File: src/rtl/am_insert_ctrl.sv
// rtl/am_insert_ctrl.sv - alignment-marker insertion slot controller
//
// Walks a lane counter (0..N_LANES-1) and a round counter (0..AM_PERIOD-1).
// Round 0 of every marker period is an AM round: each lane slot carries an
// alignment marker and advances every cycle. Other rounds are DATA rounds:
// a lane slot advances only when upstream offers a block (i_valid) while the
// slot is open (o_ready). Disabling takes effect only at a lane wrap, so a
// started round always completes.
//
// Ports:
//   clk          rising-edge clock
//   i_rst_n      asynchronous active-low reset
//   i_enable     run request, sampled at lane wrap (and in IDLE)
//   i_valid      upstream has a data block this cycle
//   o_ready      current slot is a data slot and accepts a block
//   o_am_insert  current slot carries an alignment marker
//   o_lane_id    binary lane id of the current slot
//   o_lane_mask  one-hot lane select of the current slot, zero in IDLE

module am_insert_ctrl #(
    parameter int N_LANES   = 20,
    parameter int ID_LEN    = $clog2(N_LANES),
    parameter int AM_PERIOD = 16384
) (
    input  logic               clk,
    input  logic               i_rst_n,
    input  logic               i_enable,
    input  logic               i_valid,
    output logic               o_ready,
    output logic               o_am_insert,
    output logic [ID_LEN-1:0]  o_lane_id,
    output logic [N_LANES-1:0] o_lane_mask
);

    localparam int RND_W = (AM_PERIOD > 2) ? $clog2(AM_PERIOD) : 1;
    localparam logic [ID_LEN-1:0] LANE_LAST = ID_LEN'(N_LANES - 1);
    localparam logic [RND_W-1:0]  RND_LAST  = RND_W'(AM_PERIOD - 1);

    typedef enum logic [1:0] {
        ST_IDLE = 2'd0,
        ST_AM   = 2'd1,
        ST_DATA = 2'd2
    } state_e;

    state_e             state_q, state_d;
    logic [ID_LEN-1:0]  lane_q, lane_d;
    logic [RND_W-1:0]   round_q, round_d;
    logic               advance;
    logic               ready_q, am_q;
    logic [N_LANES-1:0] mask_q, mask_d;

    always_comb begin
        state_d = state_q;
        lane_d  = lane_q;
        round_d = round_q;
        advance = 1'b0;
        case (state_q)
            ST_IDLE: begin
                lane_d  = '0;
                round_d = '0;
                if (i_enable) begin
                    state_d = ST_AM;
                end
            end
            ST_AM, ST_DATA: begin
                // Marker slots never wait for upstream; data slots need a block.
                advance = (state_q == ST_AM) || i_valid;
                if (advance) begin
                    // >= keeps a non-power-of-two lane count from escaping its range.
                    if (lane_q >= LANE_LAST) begin
                        lane_d  = '0;
                        round_d = (round_q >= RND_LAST) ? '0 : round_q + 1'b1;
                        if (!i_enable) begin
                            state_d = ST_IDLE;
                            round_d = '0;
                        end else if (round_d == '0) begin
                            state_d = ST_AM;
                        end else begin
                            state_d = ST_DATA;
                        end
                    end else begin
                        lane_d = lane_q + 1'b1;
                    end
                end
            end
            default: begin
                state_d = ST_IDLE;
                lane_d  = '0;
                round_d = '0;
            end
        endcase
    end

    always_comb begin
        mask_d = '0;
        for (int i = 0; i < N_LANES; i++) begin
            mask_d[i] = (state_d != ST_IDLE) && (lane_d == ID_LEN'(i));
        end
    end

    // Slot outputs are registered from the next-state decode so they line up
    // with the state they describe.
    always_ff @(posedge clk or negedge i_rst_n) begin
        if (!i_rst_n) begin
            state_q <= ST_IDLE;
            lane_q  <= '0;
            round_q <= '0;
            ready_q <= 1'b0;
            am_q    <= 1'b0;
            mask_q  <= '0;
        end else begin
            state_q <= state_d;
            lane_q  <= lane_d;
            round_q <= round_d;
            ready_q <= (state_d == ST_DATA);
            am_q    <= (state_d == ST_AM);
            mask_q  <= mask_d;
        end
    end

    assign o_ready     = ready_q;
    assign o_am_insert = am_q;
    assign o_lane_id   = lane_q;
    assign o_lane_mask = mask_q;

endmodule

File: config.mk
export PLATFORM = sky130hd
export DESIGN_NAME = am_insert_ctrl
export DESIGN_NICKNAME = d
export VERILOG_FILES = /design/src/rtl/am_insert_ctrl.sv
export SDC_FILE = /design/constraint.sdc
export NUM_CORES = 1
export LEC_CHECK = 0
export ABC_AREA = 1
export CORE_ASPECT_RATIO = 0.5
export CORE_UTILIZATION = 54
export DETAILED_ROUTE_END_ITERATION = 7
export PLACE_DENSITY = 0.79
export SKIP_LAST_GASP = 1
export SLEW_MARGIN = 20
export SYNTH_ARGS = -nofsm -noshare
export SYNTH_HDL_FRONTEND = slang
export SYNTH_SLANG_ARGS = --single-unit
export TNS_END_PERCENT = 50
File: constraint.sdc
create_clock -name clk -period 2.3 [get_ports clk]
set_clock_uncertainty 0.05 [all_clocks]
set_input_delay 0.345 -clock clk [delete_from_list [all_inputs] [get_ports clk]]
set_output_delay 0.345 -clock clk [all_outputs]
set_load 0.005 [all_outputs]
# Yosys cells after proc, flatten, opt, wreduce, memory -nomap -nowiden
# Cells that the tools add are included.
# word_totals
word_cells	76
register_bits	43
# classes
n_addsub	2
muxes	14
reduce_logical	27
eq_ne	25
magnitude_cmp	2
# op_table
cell	n
$mux 14	5
$eq 5x4->1 const B	8
$eq 5x3->1 const B	4
$eq 5x5->1 const B	4
$logic_and 1x1->1	20
$mux 5	3
$add 14x1->14 const B	1
$ge 14x14->1 const B	1
$logic_not 14->1	1
$eq 5x2->1 const B	2
$mux 2	5
$add 5x1->5 const B	1
$eq 5x1->1 const B	1
$ge 5x5->1 const B	1
$logic_not 5->1	1
$eq 2x1->1 const B	2
$eq 2x2->1 const B	2
$ne 2x2->1 const B	2
$pmux 2 s2	1
$logic_not 2->1	1
$reduce_and 2->1	1
$reduce_bool 2->1	1
$reduce_or 2->1	1
$logic_or 1x1->1	1

# Longest topological paths before layout
# depth
word_depth	10
depth_mapped	16
mapped_depth_nobuf	15

# Worst setup path after synthesis
# Ideal clock, no wire load.
# synth_path
kind	register to register
from	register round_q[0]
to	register mask_q[10], in the netlist o_lane_mask[10]
required_time_ns	2.130
path_stages_with_launch	16
setup_ns	0.120
t_arrival_ns	1.748
synth_period_minus_slack_ns	1.919
slack_ns	0.381
n_path_buf	1
cell_sequence	dfrtp_1 ha_1 nand3_2 nor2_4 nand3_4 nand2_1 nand2_1 clkinv_1 nand2_2 nor2_4 nand2_1 nand2_1 nand2_1 nand2_2 buf_6 a21oi_2
# synth_via
elab_chain_len	10
# synth_rtl
element	line_no	source
start: declaration	47	logic [RND_W-1:0] round_q, round_d;
start signal: assignment	114	round_q <= round_d;
$add 14x1->14 or $ge 14x14->1 (tied branches)	72	round_d = (round_q >= RND_LAST) ? '0 : round_q + 1'b1;
$mux 14 *	72	
$logic_not 14->1 *	76	end else if (round_d == '0) begin
$mux 2 *	76	
$mux 2 *	73	if (!i_enable) begin
$mux 2 *	70	if (lane_q >= LANE_LAST) begin
$mux 2 *	68	if (advance) begin
$pmux 2 s2 *	57	case (state_q)
$reduce_bool 2->1 *	97	mask_d[i] = (state_d != ST_IDLE) && (lane_d == ID_LEN'(i));
$logic_and 1x1->1 *	97	
net mask_d[10]	50	logic [N_LANES-1:0] mask_q, mask_d;
end signal: assignment	117	mask_q <= mask_d;
end: declaration	50	
# The timed path passes the listed nets; every way through them passes the cells marked *.
# A chain may end at the register's enable or synchronous reset.

# Worst setup path in the final report
# layout_path
from	register round_q[1]
to	register mask_q[7], in the netlist o_lane_mask[7]
# Same word-level chain as after synthesis.

==> results.md <==
- Synth warn: 0
- Hold Path Class: input port to async pin
- Met1 Wirelength: 2.352 mm
- Global-route wire length before repair: 7.790 mm
- CTS tree: built
- Site Rows: 16
- CP max FO: 5
- Worst Setup End Kind: flip-flop
- DP Area: 2678 um^2
- Die H: 48.10 um
- N_diodes: 0
- ANT nets after route: 0
- Cell accounting for the most synthesized area: dfrtp_1
- Largest family of logic cells by synthesized area: simple AND/OR/NAND/NOR gates
- Core area: 3984 um^2
- Met2 wire length: 2.774 mm
- Layout cells sized above 1: 0.2327
- Vias in the first global route: roughly 1800
- Filler cell count: 280
- Syn Nets: 279
- Slew Viols, Final: 0
- Final period util: 0.9616
- R2R setup slack: 0.09 ns
- Run status: complete, no violations
- Mean Syn Cell Area: 8.499 um^2
- Drt first pass iters: 4
- Wire per inst: 14.59 um
- GRT Total Usage: 0.2341
- Most frequent cells in the layout: nand2_1 (56), dfrtp_1 (43), inv_1 (31)
- Largest net degree at the start of global routing: 30
- F_max: 452.2 MHz
- Startpoint Class: flip-flop
- Leakage: 1.313 nW
- Post-Synth XOR/XNOR Area: 0.02290
- Final Instance Area: 2962 um^2
- Critical path class: flip-flop to flip-flop
- Final net count: 327
- Area fraction of the dominant cell type after synthesis: 0.4689
- CP Cell Sequence: buf_4 > buf_4 > nand3_2 > inv_2 > buf_4 > nand3_1 > nand2_1 > nand3_1 > nand3_2 > nor2_4 > nand2_1 > nand2_1 > nand2_2 > nand2_4 > clkbuf_16 > a21oi_2
- Pwr dens: 812.2 nW/um^2
- Worst slack at placement: -0.07887 ns
- WP buf/inv: 5
- Layout area overhead: 29.06%
- Initial antenna violation count: 0
- Post-synthesis sequential area ratio: 0.4689
- Synth area leaders: dfrtp_1 (47%), nand2_1 (9.8%), a21oi_2 (6.9%)
- Vias per inst: 5.425
- Worst skew pair latency: 0.30 ns
- Starting DRT DRC Count: 101
- Gate Count Post-Synth: 270
- Num CTS Buffers: 5
- Starting Density: 0.5760
- Arrival time of the worst setup path: 2.35 ns
- Yosys reg bits: 43
- Metal3 WL: 219 um
- Gpl congestion: 0.8599
- Crit path max-delay family: simple AND/OR/NAND/NOR gates
- Chip width: between 90 and 100 um
- RSZ-0062 raised after global routing: yes
- Finish-stage setup viols: 0
- Adder-cell share of the synthesized area: 0.02726
- Sink Count: 43
- Top sig layer: met4
- Max-slew headroom: 0.7604
- Top-level port count: 31
- Vias: 2018
- CTS clock-pin slew for the worst setup and hold paths: roughly 0.080 ns
- Die area: 4530 um^2
- CTS H-tree depth: 2
- Simple-gate area share of the yosys netlist: 0.2710
- Slowest cell on the critical path: dfrtp_1
- Netlist Area Pre-Place: about 2300 um^2
- Multiplexer area fraction after synthesis: 0
- Worst-case clock buffer depth: 2
- Distinct cells, synth: 27
- Commonest non-fill, non-tap cell in the layout: nand2_1
- Residual DRC count: 0
- CP max stage delay: approximately 0.43 ns
- Tmin final: 2.212 ns
- Worst slew pin tran: 0.3594 ns
- Final wirelength: 5.426 mm
- Root buffer cell: clkbuf_8
- Post-detail-place hpwl: about 3.5 mm
- Max rail drop VDD: 0.0005156 V
- Hold Vio Cnt, Final: 0
- IO Port Bufs: 30
- Total gr overflow: 0
- Max Cap Viol: 0
- Final worst slack: 0.08836 ns
- Post-synthesis compound-gate area fraction: 0.1249
- Req. time, crit path: 2.44 ns
[registers in the layout (all words and copies together) (netlist names)]
name	cells
o_am_insert	1
round_q	14
o_lane_id	5
o_lane_mask	20
state_q	2
o_ready	1
[routing by layer]
metal / up-vias / track usage
li1: 970 / -
met1: 973 / 0.2721
met2: 64 / 0.4377
met3: 11 / 0.06386
met4: 0 / 0.08923
met5: - / 0
[Yosys cell counts]
library cell	count
ha_1	5
a31oi_1	1
o22ai_1	10
nor2_1	22
a21oi_1	3
o21ai_0	8
nand3_1	24
or2_1	1
nor2_2	5
inv_1	31
nand3_2	4
clkbuf_1	2
o21ai_1	1
nand3_4	1
nor2_4	2
nand4_1	5
nand2_1	60
nand2_2	3
xnor2_1	2
clkinv_1	2
nand2_4	1
dfrtp_1	43
inv_2	5
a21oi_2	18
xor2_1	4
buf_6	4
nor3_1	3
[cells by family after synthesis]
logic type / after synthesis
AO/OA/AOI/OAI: 41
XOR/XNOR: 6
adder cells (fa/ha/maj): 5
buffers and inverters: 44
flip-flops: 43
AND/OR/NAND/NOR: 131
[through the flow]
| step | cells | TNS, ns | total power [mW] | hold slack [ns] | util |
|---|---|---|---|---|---|
| after floorplan | 270 | 0 | 1.496 | -0.0005911 | - |
| after global placement | 356 | 0 | 1.739 | 0.2165 | 0.6721 |
| after detailed placement | 356 | -0.2688 | 1.771 | 0.2180 | 0.6721 |
| after CTS | 364 | 0 | 2.341 | 0.4323 | 0.7013 |
| after global routing | 372 | -0.6474 | 2.542 | 0.4791 | 0.7434 |
| final | 372 | 0 | 2.406 | 0.4200 | 0.7434 |
[where the power goes]
| group | switching [mW] | leakage, nW | internal [mW] |
|---|---|---|---|
| combinational | 0.607 | 0.672 | 0.331 |
| sequential | 0.0542 | 0.591 | 0.836 |
| clock | 0.260 | 0.0502 | 0.317 |
| total | 0.921 | 1.31 | 1.48 |
[timing repair]
action | 4_1_cts | 5_1_grt
resized for setup | 0 | 16
hold buffers | 1 | 0
buffers inserted | 0 | 5
hold endpoints to repair | 14 | 0
endpoints found under the setup margin | 0 | 23
[final timing paths]
kind | cells past startpoint | startpoint | endpoint
setup / recovery | 16 | round_q[1]$_DFFE_PN0P_ | o_lane_mask[7]$_DFF_PN0_
hold / removal | 2 | i_rst_n | round_q[10]$_DFFE_PN0P_
setup reg to reg | 16 | round_q[1]$_DFFE_PN0P_ | o_lane_mask[7]$_DFF_PN0_
hold reg to reg | 2 | round_q[12]$_DFFE_PN0P_ | round_q[12]$_DFFE_PN0P_
max in group asynchronous | 3 | i_rst_n | o_lane_mask[9]$_DFF_PN0_
min in group clk | 2 | round_q[12]$_DFFE_PN0P_ | round_q[12]$_DFFE_PN0P_
[area by class of cell]
class | instances | area (um^2) | area share
sequential | 43 | 1076 | 0.3633
timing repair buffer | 47 | 476.7 | 0.1610
inverter | 38 | 142.6 | 0.04816
clock buffer | 5 | 68.82 | 0.02324
multi-input combinational | 183 | 1092 | 0.3688
clock inverter | 2 | 37.54 | 0.01267
tap | 54 | 67.56 | 0.02281
Note: power is estimated with default switching activity, not from simulation.
